$ cat src/rtl/uart_tx_fifo.sv
// uart_tx_fifo: UART transmitter fed by a small FIFO, configurable framing and bit period
// Ports:
//   sysclk, Reset_n        - clock (rising edge) and asynchronous active-low reset
//   wr_en, wr_data         - push a word into the FIFO (dropped when full)
//   ovf_clr                - clears the sticky overflow flag
//   full, empty, count     - FIFO occupancy, excluding the word being shifted out
//   overflow               - sticky, a push was dropped
//   busy, tx_done          - frame in progress / one-cycle end-of-frame pulse
//   UART_OUT               - registered serial line, idle high
module uart_tx_fifo #(
    parameter int CLKS_PER_BIT = 512,
    parameter int DATA_BITS    = 8,
    parameter int PARITY       = 0,
    parameter int STOP_BITS    = 1,
    parameter int IDLE_GAP     = 0,
    parameter int FIFO_DEPTH   = 4
) (
    input  logic                          sysclk,
    input  logic                          Reset_n,
    input  logic                          wr_en,
    input  logic [DATA_BITS-1:0]          wr_data,
    input  logic                          ovf_clr,
    output logic                          full,
    output logic                          empty,
    output logic [$clog2(FIFO_DEPTH):0]   count,
    output logic                          overflow,
    output logic                          busy,
    output logic                          tx_done,
    output logic                          UART_OUT
);
    localparam int AW = $clog2(FIFO_DEPTH);
    localparam int BW = $clog2(CLKS_PER_BIT);
    localparam logic [3:0] DATA_LAST = 4'(DATA_BITS - 1);
    localparam logic [3:0] STOP_LAST = 4'(STOP_BITS - 1);
    localparam logic [3:0] GAP_LAST  = 4'(IDLE_GAP == 0 ? 0 : IDLE_GAP - 1);

    typedef enum logic [2:0] {IDLE, START, DATA, PAR, STOP, GAP} state_t;

    state_t               state;
    logic [DATA_BITS-1:0] mem [FIFO_DEPTH];
    logic [AW-1:0]        wr_ptr, rd_ptr;
    logic [DATA_BITS-1:0] shifter;
    logic                 par_bit;
    logic [BW-1:0]        baud;
    logic [3:0]           bit_cnt;
    logic                 push, pop, bit_end, frame_end;

    assign full      = count == (AW+1)'(FIFO_DEPTH);
    assign empty     = count == '0;
    assign push      = wr_en && !full;
    assign bit_end   = baud == BW'(CLKS_PER_BIT - 1);
    assign frame_end = bit_end && ((state == STOP && bit_cnt == STOP_LAST && IDLE_GAP == 0) ||
                                   (state == GAP && bit_cnt == GAP_LAST));
    // a frame end with data waiting reloads directly, so back-to-back frames have no idle cycle
    assign pop       = !empty && (state == IDLE || frame_end);

    always_ff @(posedge sysclk) begin
        if (push) mem[wr_ptr] <= wr_data;
    end

    always_ff @(posedge sysclk or negedge Reset_n) begin
        if (!Reset_n) begin
            state    <= IDLE;
            wr_ptr   <= '0;
            rd_ptr   <= '0;
            count    <= '0;
            overflow <= 1'b0;
            busy     <= 1'b0;
            tx_done  <= 1'b0;
            UART_OUT <= 1'b1;
            shifter  <= '0;
            par_bit  <= 1'b0;
            baud     <= '0;
            bit_cnt  <= '0;
        end else begin
            wr_ptr   <= wr_ptr + AW'(push);
            rd_ptr   <= rd_ptr + AW'(pop);
            count    <= count + (AW+1)'(push) - (AW+1)'(pop);
            overflow <= (wr_en && full) || (overflow && !ovf_clr);
            tx_done  <= frame_end;
            // every state change happens on a bit boundary or from IDLE, so this restarts the bit timer on entry
            baud     <= (bit_end || state == IDLE) ? '0 : baud + 1'b1;
            if (pop) begin
                shifter  <= mem[rd_ptr];
                par_bit  <= (PARITY == 1) ? ~^mem[rd_ptr] : ^mem[rd_ptr];
                state    <= START;
                UART_OUT <= 1'b0;
                busy     <= 1'b1;
            end else if (frame_end) begin
                state    <= IDLE;
                UART_OUT <= 1'b1;
                busy     <= 1'b0;
            end else if (bit_end) begin
                case (state)
                    START: begin
                        state    <= DATA;
                        bit_cnt  <= '0;
                        UART_OUT <= shifter[0];
                        shifter  <= shifter >> 1;
                    end
                    DATA: begin
                        if (bit_cnt == DATA_LAST) begin
                            state    <= (PARITY != 0) ? PAR : STOP;
                            UART_OUT <= (PARITY != 0) ? par_bit : 1'b1;
                            bit_cnt  <= '0;
                        end else begin
                            bit_cnt  <= bit_cnt + 4'd1;
                            UART_OUT <= shifter[0];
                            shifter  <= shifter >> 1;
                        end
                    end
                    PAR: begin
                        state    <= STOP;
                        UART_OUT <= 1'b1;
                        bit_cnt  <= '0;
                    end
                    STOP: begin
                        state   <= (bit_cnt == STOP_LAST) ? GAP : STOP;
                        bit_cnt <= (bit_cnt == STOP_LAST) ? 4'd0 : bit_cnt + 4'd1;
                    end
                    GAP:     bit_cnt <= bit_cnt + 4'd1;
                    default: ;
                endcase
            end
        end
    end
endmodule

$ cat config.mk
export PLATFORM = sky130hd
export DESIGN_NAME = uart_tx_fifo
export DESIGN_NICKNAME = d
export VERILOG_FILES = /design/src/rtl/uart_tx_fifo.sv
export SDC_FILE = /design/constraint.sdc
export NUM_CORES = 1
export LEC_CHECK = 0
export BUFFER_PORTS_ARGS = -buffer_cell sky130_fd_sc_hd__buf_2
export CORE_MARGIN = 4
export CORE_UTILIZATION = 30
export DETAILED_ROUTE_END_ITERATION = 12
export GPL_ROUTABILITY_DRIVEN = 0
export PLACE_DENSITY = 0.54
export SLEW_MARGIN = 5
export SYNTH_ARGS = -nofsm -noshare
export SYNTH_HDL_FRONTEND = slang
export SYNTH_SLANG_ARGS = --single-unit
$ cat constraint.sdc
create_clock -name sysclk -period 6.05 [get_ports sysclk]
set_clock_uncertainty 0.05 [all_clocks]
set_input_delay 0.3025 -clock sysclk [delete_from_list [all_inputs] [get_ports sysclk]]
set_output_delay 0.3025 -clock sysclk [all_outputs]
set_load 0.02 [all_outputs]
==> metrics, run 1 <==
Flop pwr share 48.5%; fin worst setup slack 2.94 ns; height of the die 108 um; capturing element type of the critical path flop; hold bufs inserted after CTS 0; wire length of the first global-routing pass 8.63 mm; # resized after CTS 0; final period demand of the worst path 3.11 ns; cell area after technology mapping 0.00298 sq mm; switching fraction of total power 25.3%; area share of the leading cell type in the synthesized netlist 32.2%; number of antenna-violating nets in the routed design 0; worst-case reg-to-reg path depth 12; post-synthesis cell type with the largest combined area sky130_fd_sc_hd__edfxtp_1; number of buffer and inverter instances along the worst setup path 0; Post-synth top flop sky130_fd_sc_hd__dfrtp_1; Port Buffer Count 20; violation count after the first detailed-route iteration 89; leakage power total 0.00137 uW; CTS clock-pin slew for the worst setup and hold paths 0.07 ns; overall global routing resource usage 9.53%; number of rows in the core area 36; maximum achievable frequency 322 MHz; FFs w/ async S/R, synth 52.2%; internal cell power 895 uW; Pins Over Slew Limit 0; worst relative slew slack 48.9%; largest fanout on the critical path 13; worst setup timing slack at the placement stage 2.92 ns; Reg2Reg Setup Slack 2.94 ns; die width 108 um; Power Total 1200 uW; flip-flop and latch count after synthesis 67; detailed-router iteration count before antenna repair 4; starting utilization of the core area 30.6%; worst-path cell with the longest stage delay sky130_fd_sc_hd__fa_1; Synthesized Nets 226; hold violation total from the final report 22; final count of negative-setup-slack endpoints 0; distinct cell type count of the synthesized netlist 46; startpoint of the lowest-slack register-to-register path baud[0]; buffers inserted during post-CTS setup optimization 0; main area contributors after synthesis sky130_fd_sc_hd__edfxtp_1, sky130_fd_sc_hd__dfrtp_1, sky130_fd_sc_hd__mux4_2, sky130_fd_sc_hd__mux2_2, sky130_fd_sc_hd__ha_1; Required @ worst endpoint 6.26 ns; class of the most critical hold timing path primary input to asynchronous set/reset pin; DIE AREA 0.0116 sq mm; count of pins on the block boundary 21; largest net degree at the start of global routing 36; utilization after layout 35.7%; via count of the first global-routing pass 1704; worst hold margin -0.00957 ns; aggregate global routing overflow 0; measured slew at the worst slew-check pin 0.766 ns; clock buffer count from CTS 9; number of antenna violations at the first check in global routing 0; crit-path max cell delay 0.38 ns; sum of routed wire length over all layers 4.73 mm; Cell Chain, Critical Path ha_1 > nand3_1 > nor3_1 > ha_1 > nor2b_1 > a21oi_2 > nor2_4 > xnor2_1 > ha_1 > fa_1 > xnor2_1 > xnor2_1; setup repair after global routing missed its margin no; routed vias/inst 4.42; TritonCTS clock tree yes; final critical-path share of the clock period 51.3%; WP data arrival 3.31 ns; average wire per standard cell 12.7 um; worst reg2reg endpoint count[2]; register area share after synthesis 61.7%; Critical Path Start Type flop; HPWL after detailed placement 3.25 mm; worst supply voltage drop on vdd 0.230 mV; Area Growth Syn to Fin 16.6%; synthesized area divided by synthesized cell count 14.4 sq um; antenna cell count 0; summed negative setup slack over all endpoints 0 ns; total number of vias 1641; Top delay family on crit path adder cells; cell at the root of the clock tree sky130_fd_sc_hd__clkbuf_8; number of remaining DRC errors 0; H-Tree Level Count 3; Post-Synthesis Cells 207; fraction of layout cells with a size suffix above 1 28.6%; violations in the final reports negative hold slack; share of total power in the clock network 37.9%; pwr dens 345 mW/mm^2; combinational power share 13.6%; count of flip-flops with a built-in enable after synthesis 32; number of clock sinks 67; area inside the core boundary 0.00973 sq mm; outcome complete, but fails checks; Max Cap Violations 0; net switching power figure 303 uW; clock latency on the worst-skew pair 0.33 ns; number of warning messages in the yosys log 0; fill count 974; Nets 252; class of the most critical setup path flop to flop; clock tree buffer depth 2
-- cell usage in the layout (no fill, tap or decap), drive strengths merged, types with 2 or more instances in the layout --
master / n
nor2: 12
edfxtp: 32
nor3b: 4
nand3b: 2
xor2: 5
bufinv: 3
o21ai: 8
and3: 2
nand3: 5
nand2: 10
buf: 22
and2b: 2
a21oi: 9
ha: 6
clkbuf: 9
or3: 2
mux4: 8
nor3: 4
clkinv: 3
xnor2: 5
dfrtp: 34
nand2b: 3
nand4b: 2
inv: 13
mux2i: 2
mux2: 15
-- power by group through the flow --
| stage | clock, uW | combinational [uW] | sequential, uW |
|---|---|---|---|
| 2_1_floorplan | 0 | 97.1 | 599 |
| 3_3_place_gp | 0 | 168 | 589 |
| 3_5_place_dp | 0 | 171 | 592 |
| 4_1_cts | 468 | 171 | 582 |
| 5_1_grt | 491 | 185 | 590 |
| 6_report | 454 | 163 | 581 |
-- through the flow --
stage | cell area (sq um) | std cells
floorplan | 2980 | 207
global placement | 3230 | 355
detailed placement | 3230 | 355
CTS | 3480 | 371
global route | 3480 | 371
finish | 3480 | 371
-- flip-flops by register name (all words and copies together), names as in the netlist --
signal	flops
shifter	8
UART_OUT	1
count	3
rd_ptr	2
bit_cnt	4
busy	1
wr_ptr	2
overflow	1
mem	32
baud	9
tx_done	1
state	3
-- synthesized netlist by cell type, drive strengths merged (3+ instances only) --
library cell / number
a21oi: 9
buf: 4
clkbuf: 3
dfrtp: 34
edfxtp: 32
ha: 6
inv: 12
mux2: 15
mux4: 8
nand2: 10
nand2b: 3
nand3: 5
nor2: 12
nor3: 4
nor3b: 4
o21ai: 8
xnor2: 5
xor2: 5
-- worst max-delay path by stage --
stage	startpoint	cells after the start	end	slack, ns
3_3_place_gp	baud[0]	12	count[2]	2.96
6_report	baud[0]	12	count[2]	2.94
3_5_place_dp	baud[0]	12	count[2]	2.92
4_1_cts	baud[0]	12	count[2]	2.89
5_1_grt	baud[0]	12	count[2]	2.60
2_1_floorplan	baud[0]	13	count[2]	3.27
-- area by class of cell --
cell class	count	area (sq um)	share of cell area [%]
clock buffer	9	124	3.56
tap	133	166	4.79
sequential	67	1840	52.9
timing repair buffer	22	115	3.31
clock inverter	7	125	3.60
multi-input combinational	121	1060	30.6
inverter	12	45.0	1.30
-- logic make-up after synthesis --
logic type | count (synthesis) | share of synthesized area (%)
buf+inv | 19 | 2.85
flops | 67 | 61.7
mux | 25 | 12.9
simple gates | 56 | 11.4
compound gates | 23 | 5.08
xor+xnor | 10 | 2.94
fa+ha+maj | 7 | 3.19
-- layer usage --
| metal | vias to the layer above | global-route usage [%] | part of all wire, % |
|---|---|---|---|
| met4 | 0 | 4.87 | 1.6 |
| met2 | 17 | 14.5 | 48 |
| met1 | 808 | 12.6 | 48 |
| met5 | - | 0 | 0 |
| met3 | 7 | 2.34 | 2.6 |
| li1 | 809 | - | - |
Power figures use the tool's default switching activity.
==> run 2, diff against run 1 <==
--- a/config.mk
+++ b/config.mk
@@ -5,6 +5,7 @@
 export SDC_FILE = /design/constraint.sdc
 export NUM_CORES = 1
 export LEC_CHECK = 0
+export ABC_AREA = 1
 export BUFFER_PORTS_ARGS = -buffer_cell sky130_fd_sc_hd__buf_2
 export CORE_MARGIN = 4
 export CORE_UTILIZATION = 30
==> constraint.sdc (replaced) <==
create_clock -name sysclk -period 3.1 [get_ports sysclk]
set_clock_uncertainty 0.05 [all_clocks]
set_input_delay 0.155 -clock sysclk [delete_from_list [all_inputs] [get_ports sysclk]]
set_output_delay 0.155 -clock sysclk [all_outputs]
set_load 0.02 [all_outputs]
==> run 2 against run 1 <==
The flow now finishes without violations. Largest power group unchanged. First-iteration DRC count increased by 3.4%. Sequential share of layout area decreased by 2.8 points. Highest routed layer unchanged. Synthesized cell count increased by 47%. Final area increased by 5.6%. Combinational power increased by 120%.
==> metrics, run 2 <==
routed vias/inst 4.40 (-0.57%); class of the most critical setup path flop to flop; final count of negative-setup-slack endpoints 0 (unchanged); net switching power figure 649 uW (+110%); Required @ worst endpoint 3.28 ns (-2.98 ns); largest fanout on the critical path 10 (-3); Post-Synthesis Cells 304 (+47%); hold bufs inserted after CTS 11 (+11); share of total power in the clock network 35.8% (-2.1 points); number of rows in the core area 36 (unchanged); fill count 946 (-2.9%); antenna cell count 0 (unchanged); number of antenna violations at the first check in global routing 0 (unchanged); cell repeated most along the worst path sky130_fd_sc_hd__nand2_1; summed negative setup slack over all endpoints 0 ns (unchanged); worst reg2reg endpoint count[2]; violation count after the first detailed-route iteration 92 (+3.4%); Reg2Reg Setup Slack 0.34 ns (-2.61 ns); leakage power total 0.00161 uW (+18%); worst supply voltage drop on vdd 0.338 mV (+47%); DIE AREA 0.0119 sq mm (+2.3%); starting utilization of the core area 31.0% (+0.33 points); clock tree buffer depth 2 (unchanged); Top delay family on crit path simple AND/OR/NAND/NOR gates; aggregate global routing overflow 0 (unchanged); TritonCTS clock tree yes; total number of vias 2133 (+30%); clock buffer count from CTS 9 (unchanged); Area Growth Syn to Fin 20.2%; hold violation total from the final report 0 (-100%); share of the synthesized netlist area taken by xor and xnor gates 1.15% (-1.8 points); WP data arrival 2.94 ns (-0.37 ns); largest registers mem (32), baud (9), shifter (8); overall global routing resource usage 10.9% (+1.4 points); pwr dens 632 mW/mm^2 (+83%); number of antenna-violating nets in the routed design 0 (unchanged); area share of the leading cell type in the synthesized netlist 31.5% (-0.78 points); count of flip-flops with a built-in enable after synthesis 32 (unchanged); number of clock sinks 67 (unchanged); area inside the core boundary 0.00986 sq mm (+1.4%); distinct cell type count of the synthesized netlist 30 (-35%); Cell Chain, Critical Path ha_1 > nand2_1 > inv_1 > nand2_1 > nor2_1 > nand3_1 > nor2_1 > ha_1 > nand3_2 > inv_2 > nand2_4 > nand2_4 > nand2_8 > nand2_1 > nand2_1 > ha_1 > fa_1 > xnor2_1; measured slew at the worst slew-check pin 0.814 ns (+0.0474 ns); FFs w/ async S/R, synth 52.2% (unchanged); most frequent cells in the layout sky130_fd_sc_hd__nand2_1, sky130_fd_sc_hd__nor2_1, sky130_fd_sc_hd__dfrtp_1, sky130_fd_sc_hd__edfxtp_1, sky130_fd_sc_hd__inv_1; cell at the root of the clock tree sky130_fd_sc_hd__clkbuf_8; Port Buffer Count 20 (unchanged); combinational family with the most area after synthesis simple AND/OR/NAND/NOR gates; clock latency on the worst-skew pair 0.34 ns (about the same); Max Cap Violations 0 (unchanged); fin worst setup slack 0.339 ns (-2.61 ns); detailed-router iteration count before antenna repair 6 (+2); register area 0.00184 sq mm (unchanged); internal cell power 1670 uW (+87%); depth of the worst hold-timing path 4; adder and majority cell fraction of the synthesized area 3.11% (-0.077 points); number of remaining DRC errors 0 (unchanged); H-Tree Level Count 3 (unchanged); sum of routed wire length over all layers 5.77 mm (+22%); switching fraction of total power 28.0% (+2.7 points); mux share of post-synthesis cell area 0% (-13 points); main area contributors after synthesis sky130_fd_sc_hd__edfxtp_1, sky130_fd_sc_hd__dfrtp_1, sky130_fd_sc_hd__nand2_1, sky130_fd_sc_hd__nor2_1, sky130_fd_sc_hd__o21ai_0; die width 109 um (+1.1%); setup repair after global routing missed its margin no; register area share after synthesis 60.2% (-1.5 points); synthesized area divided by synthesized cell count 10.0 sq um (-30%); worst-path cell with the longest stage delay sky130_fd_sc_hd__dfrtp_1; outcome complete, no violations; worst relative slew slack 45.8% (-3.2 points); complex-gate fraction of the synthesized area 7.50% (+2.4 points); combinational power share 15.6% (+2.0 points); Worst Min Path Start wr_en; # resized after CTS 0 (unchanged); final period demand of the worst path 2.76 ns (-0.345 ns); worst setup timing slack at the placement stage 0.348 ns (-2.57 ns); Flop pwr share 48.5% (about the same); Nets 366 (+45%); Largest register FFs 32 (unchanged); number of warning messages in the yosys log 0 (unchanged); crit-path max cell delay 0.38 ns (about the same); cell area after technology mapping 0.00305 sq mm (+2.5%); Critical Path Start Type flop; commonest non-fill, non-tap cell in the layout sky130_fd_sc_hd__nand2_1; Simple-Gate Fraction of Synth Area 22.5% (+11 points); flip-flop and latch count after synthesis 67 (unchanged); buffers inserted during post-CTS setup optimization 0 (unchanged); Synthesized Nets 323 (+43%); Post-synth top flop sky130_fd_sc_hd__dfrtp_1; final critical-path share of the clock period 89.1% (+38 points); worst-case reg-to-reg path depth 18 (+6); class of the most critical hold timing path primary input to flop; capturing element type of the critical path flop; post-synthesis cell type with the largest combined area sky130_fd_sc_hd__edfxtp_1; startpoint of the lowest-slack register-to-register path baud[0]; via count of the first global-routing pass 2065 (+21%); number of buffer and inverter instances along the worst setup path 2 (+2); maximum achievable frequency 362 MHz (+12%); wire length of the first global-routing pass 9.93 mm (+15%); most common cell in the synthesized netlist sky130_fd_sc_hd__nand2_1; sink of the worst hold path wr_ptr[0]; CTS clock-pin slew for the worst setup and hold paths 0.07 ns (about the same); height of the die 109 um (+1.1%); fraction of layout cells with a size suffix above 1 18.8% (-9.8 points); count of pins on the block boundary 21 (unchanged); largest net degree at the start of global routing 36 (unchanged); commonest cells in the netlist sky130_fd_sc_hd__nand2_1, sky130_fd_sc_hd__nor2_1, sky130_fd_sc_hd__dfrtp_1; average wire per standard cell 11.9 um (-6.5%); Pins Over Slew Limit 0 (unchanged); HPWL after detailed placement 3.80 mm (+17%); register bank with the most flops mem; area of the multi-input gates 0.00105 sq mm (-1.4%)
## run 2: cell count changes after synthesis, moves of 11 or more
cell / previous run / this run
sky130_fd_sc_hd__nor2_1: 11 / 42
sky130_fd_sc_hd__nand3_1: 5 / 16
sky130_fd_sc_hd__inv_1: 12 / 27
sky130_fd_sc_hd__o21ai_0: 8 / 23
sky130_fd_sc_hd__nand2_1: 10 / 57
sky130_fd_sc_hd__mux2_2: 11 / 0
## run 2: cell type report
type | count | area share [%]
flip-flops and latches | 67 | 50.1
clock inverters | 7 | 2.86
multi-input cells | 198 | 28.5
inverters | 34 | 3.68
clock buffers | 9 | 3.37
repair buffers | 37 | 6.95
well taps | 133 | 4.53
## run 2: cell families after synthesis
family | count (synthesis)
AO/OA/AOI/OAI | 43
flip-flops | 67
adder cells (fa/ha/maj) | 7
XOR/XNOR | 4
AND/OR/NAND/NOR | 144
buffers and inverters | 39
## run 2: power by group through the flow
stage / clock network [uW] / logic, uW / registers (uW)
2_1_floorplan: 0 / 187 / 1170
3_3_place_gp: 0 / 347 / 1140
3_5_place_dp: 0 / 355 / 1140
4_1_cts: 848 / 372 / 1130
5_1_grt: 900 / 416 / 1140
6_report: 831 / 363 / 1130
## run 2: tightest hold or removal path: stages
cell and delay [ns]:
sky130_fd_sc_hd__buf_2 0.08, sky130_fd_sc_hd__inv_1 0.03, sky130_fd_sc_hd__nor2_1 0.19, sky130_fd_sc_hd__ha_1 0.15
## run 2: how the worst max path moves through the flow
stage / cells past startpoint / endpoint / startpoint / slack, ns
floorplan: 19 / count[1] / baud[0] / 0.38
global placement: 18 / count[2] / baud[0] / 0.45
detailed placement: 18 / count[1] / baud[0] / 0.35
CTS: 18 / count[1] / baud[0] / 0.33
global route: 18 / count[2] / baud[0] / 0.14
finish: 18 / count[2] / baud[0] / 0.34
## run 2: through the flow
step | utilization, % | cells | power (uW) | hold WS [ns] | area [sq um]
6_report | 37.2 | 485 | 2320 | 0.263 | 3670
5_1_grt | 37.2 | 485 | 2450 | 0.298 | 3670
4_1_cts | 37.2 | 485 | 2350 | 0.267 | 3670
3_5_place_dp | 33.8 | 458 | 1500 | 0.248 | 3330
3_3_place_gp | 33.8 | 458 | 1490 | 0.243 | 3330
2_1_floorplan | - | 304 | 1360 | -0.191 | 3050
## run 2: routing by layer
metal	part of all wire [%]	wire length (um)	vias up	GRT usage [%]
met5	0	0	-	0
met4	1.8	106	0	4.60
met3	3.0	174	7	3.08
met2	46	2630	27	17.2
met1	50	2860	1000	14.0
li1	-	-	1099	-
==> run 3, diff against run 2 <==
--- a/config.mk
+++ b/config.mk
@@ -8,10 +8,11 @@
 export ABC_AREA = 1
 export BUFFER_PORTS_ARGS = -buffer_cell sky130_fd_sc_hd__buf_2
 export CORE_MARGIN = 4
-export CORE_UTILIZATION = 30
+export CORE_UTILIZATION = 59
+export CTS_BUF_LIST = sky130_fd_sc_hd__clkbuf_16
 export DETAILED_ROUTE_END_ITERATION = 12
 export GPL_ROUTABILITY_DRIVEN = 0
-export PLACE_DENSITY = 0.54
+export PLACE_DENSITY = 0.87
 export SLEW_MARGIN = 5
 export SYNTH_ARGS = -nofsm -noshare
 export SYNTH_HDL_FRONTEND = slang
==> run 3 against run 2 <==
Hold slack lost 0.23 ns. Non-clock buffer count shrank 3. Maximum frequency shrank 5.0%. Highest routed layer unchanged. Sequential power is essentially flat.
==> metrics, run 3 (same netlist as run 2, synthesis figures left out) <==
worst relative slew slack 49.7% (+4.0 points); depth of the worst hold-timing path 3 (-1); worst-case reg-to-reg path depth 18 (unchanged); capturing element type of the critical path flop; pwr dens 684 mW/mm^2 (+8.3%); count of pins on the block boundary 21 (unchanged); largest net degree at the start of global routing 36 (unchanged); WP data arrival 3.07 ns (+0.13 ns); DIE AREA 0.00639 sq mm (-46%); Pins Over Slew Limit 0 (unchanged); number of remaining DRC errors 0 (unchanged); starting utilization of the core area 62.6% (+32 points); fin worst setup slack 0.194 ns (-0.145 ns); maximum achievable frequency 344 MHz (-5.0%); worst setup timing slack at the placement stage 0.122 ns (-0.225 ns); TritonCTS clock tree yes; fraction of layout cells with a size suffix above 1 18.6% (-0.13 points); largest registers mem (32), baud (9), shifter (8); Max Cap Violations 0 (unchanged); cell at the root of the clock tree sky130_fd_sc_hd__clkbuf_16; Largest register FFs 32 (unchanged); overall global routing resource usage 22.1% (+11 points); final critical-path share of the clock period 93.7% (+4.7 points); wire length of the first global-routing pass 10.4 mm (+5.0%); Required @ worst endpoint 3.26 ns (-0.02 ns); number of clock sinks 67 (unchanged); average wire per standard cell 14.7 um (+24%); HPWL after detailed placement 3.81 mm (+0.20%); Nets 363 (-0.82%); clock tree buffer depth 2 (unchanged); outcome complete, no violations; sum of routed wire length over all layers 6.13 mm (+6.3%); die width 80.0 um (-27%); startpoint of the lowest-slack register-to-register path baud[0]; class of the most critical hold timing path primary input to flop; most frequent cells in the layout sky130_fd_sc_hd__nand2_1, sky130_fd_sc_hd__nor2_1, sky130_fd_sc_hd__dfrtp_1, sky130_fd_sc_hd__edfxtp_1, sky130_fd_sc_hd__inv_1; worst supply voltage drop on vdd 0.578 mV (+71%); post-placement cell count 390 (-15%); final period demand of the worst path 2.91 ns (+0.145 ns); largest fanout on the critical path 10 (unchanged); number of antenna violations at the first check in global routing 0 (unchanged); area inside the core boundary 0.00488 sq mm (-51%); commonest non-fill, non-tap cell in the layout sky130_fd_sc_hd__nand2_1; number of antenna-violating nets in the routed design 0 (unchanged); measured slew at the worst slew-check pin 0.754 ns (-0.0593 ns); hold violation total from the final report 0 (unchanged); buffers inserted during post-CTS setup optimization 0 (unchanged); CTS clock-pin slew for the worst setup and hold paths 0.06 ns (about the same); H-Tree Level Count 3 (unchanged); final count of negative-setup-slack endpoints 0 (unchanged); Area Growth Syn to Fin 19.3%; number of rows in the core area 25 (-31%); worst hold margin 0.0293 ns (-0.234 ns); worst reg2reg endpoint count[2]; final cell count without fillers 416 (-14%); leakage power total 0.00162 uW (+0.43%); antenna cell count 0 (unchanged); Critical Path Start Type flop; clock latency on the worst-skew pair 0.33 ns (about the same); routed vias/inst 5.43 (+23%); Port Buffer Count 20 (unchanged); class of the most critical setup path flop to flop; aggregate global routing overflow 0 (unchanged); Worst Min Path Start wr_en; sink of the worst hold path overflow; violation count after the first detailed-route iteration 143 (+55%); via count of the first global-routing pass 2264 (+9.6%); Reg2Reg Setup Slack 0.19 ns (-0.14 ns); register bank with the most flops mem; clock buffer count from CTS 9 (unchanged); detailed-router iteration count before antenna repair 4 (-2); total number of vias 2259 (+5.9%); height of the die 80.0 um (-27%)
-- run 3: changes by cell type in the layout (fill, tap and decap cells not counted), sizes merged --
cell         change
inv              -3
buf              -2
clkinv           +2
clkinvlp         +2
bufinv           -1
dlygate4sd3      -1
-- run 3: worst max path at each step --
stage	startpoint	to	slack [ns]	cells past startpoint
detailed placement	baud[0]	count[2]	0.12	18
global route	baud[0]	count[2]	-0.02	18
finish	baud[0]	count[2]	0.19	18
global placement	baud[0]	count[2]	0.34	18
floorplan	baud[0]	count[1]	0.38	19
CTS	baud[0]	count[2]	0.11	18
-- run 3: per-layer routing --
metal	track usage (%)	up-vias	part of all wire [%]
li1	-	1097	-
met1	25.8	1085	41
met2	37.0	66	53
met3	4.85	11	4.4
met4	13.3	0	1.5
met5	0	-	0
-- run 3: through the flow --
stage | utilization (%) | cell area, sq um | TNS, ns | total power (uW)
2_1_floorplan | - | 3050 | 0 | 1360
3_3_place_gp | 66.3 | 3230 | 0 | 1480
3_5_place_dp | 66.3 | 3230 | 0 | 1500
4_1_cts | 74.4 | 3630 | 0 | 2500
5_1_grt | 74.7 | 3640 | -0.0299 | 2600
6_report | 74.7 | 3640 | 0 | 2490
-- run 3: worst max-delay path: stages, from the launching register on --
cell and delay, ns:
sky130_fd_sc_hd__dfrtp_1 0.37, sky130_fd_sc_hd__ha_1 0.19, sky130_fd_sc_hd__nand2_1 0.06, sky130_fd_sc_hd__inv_1 0.06, sky130_fd_sc_hd__nand2_1 0.06, sky130_fd_sc_hd__nor2_1 0.17, sky130_fd_sc_hd__nand3_1 0.13, sky130_fd_sc_hd__nor2_2 0.15
sky130_fd_sc_hd__ha_4 0.19, sky130_fd_sc_hd__nand3_2 0.11, sky130_fd_sc_hd__inv_2 0.08, sky130_fd_sc_hd__nand2_4 0.08, sky130_fd_sc_hd__nand2_4 0.10, sky130_fd_sc_hd__nand2_8 0.10, sky130_fd_sc_hd__nand2_1 0.09, sky130_fd_sc_hd__nand2_1 0.06
sky130_fd_sc_hd__ha_1 0.19, sky130_fd_sc_hd__fa_1 0.40, sky130_fd_sc_hd__xnor2_1 0.14
-- run 3: repair_timing --
action                                 in CTS  in global routing
setup endpoints to repair                   0                  2
hold buffers                               10                  0
endpoints found under the hold margin      67                  0
gates resized for setup                     0                  3
-- run 3: area by class of cell --
type / count / area (sq um)
Tap cell: 67 / 83.8
Clock buffer: 9 / 225
Clock inverter: 7 / 70.1
Inverter: 34 / 135
Sequential cell: 67 / 1840
Multi-Input combinational cell: 198 / 1060
Timing Repair Buffer: 34 / 230
Fill cell: 298 / 1230
-- run 3: power by group --
group          internal, uW  switching, uW  total [uW]
Combinational           127            243         370
Clock                   618            369         988
Sequential             1080           59.9        1140
Total                  1820            672        2490
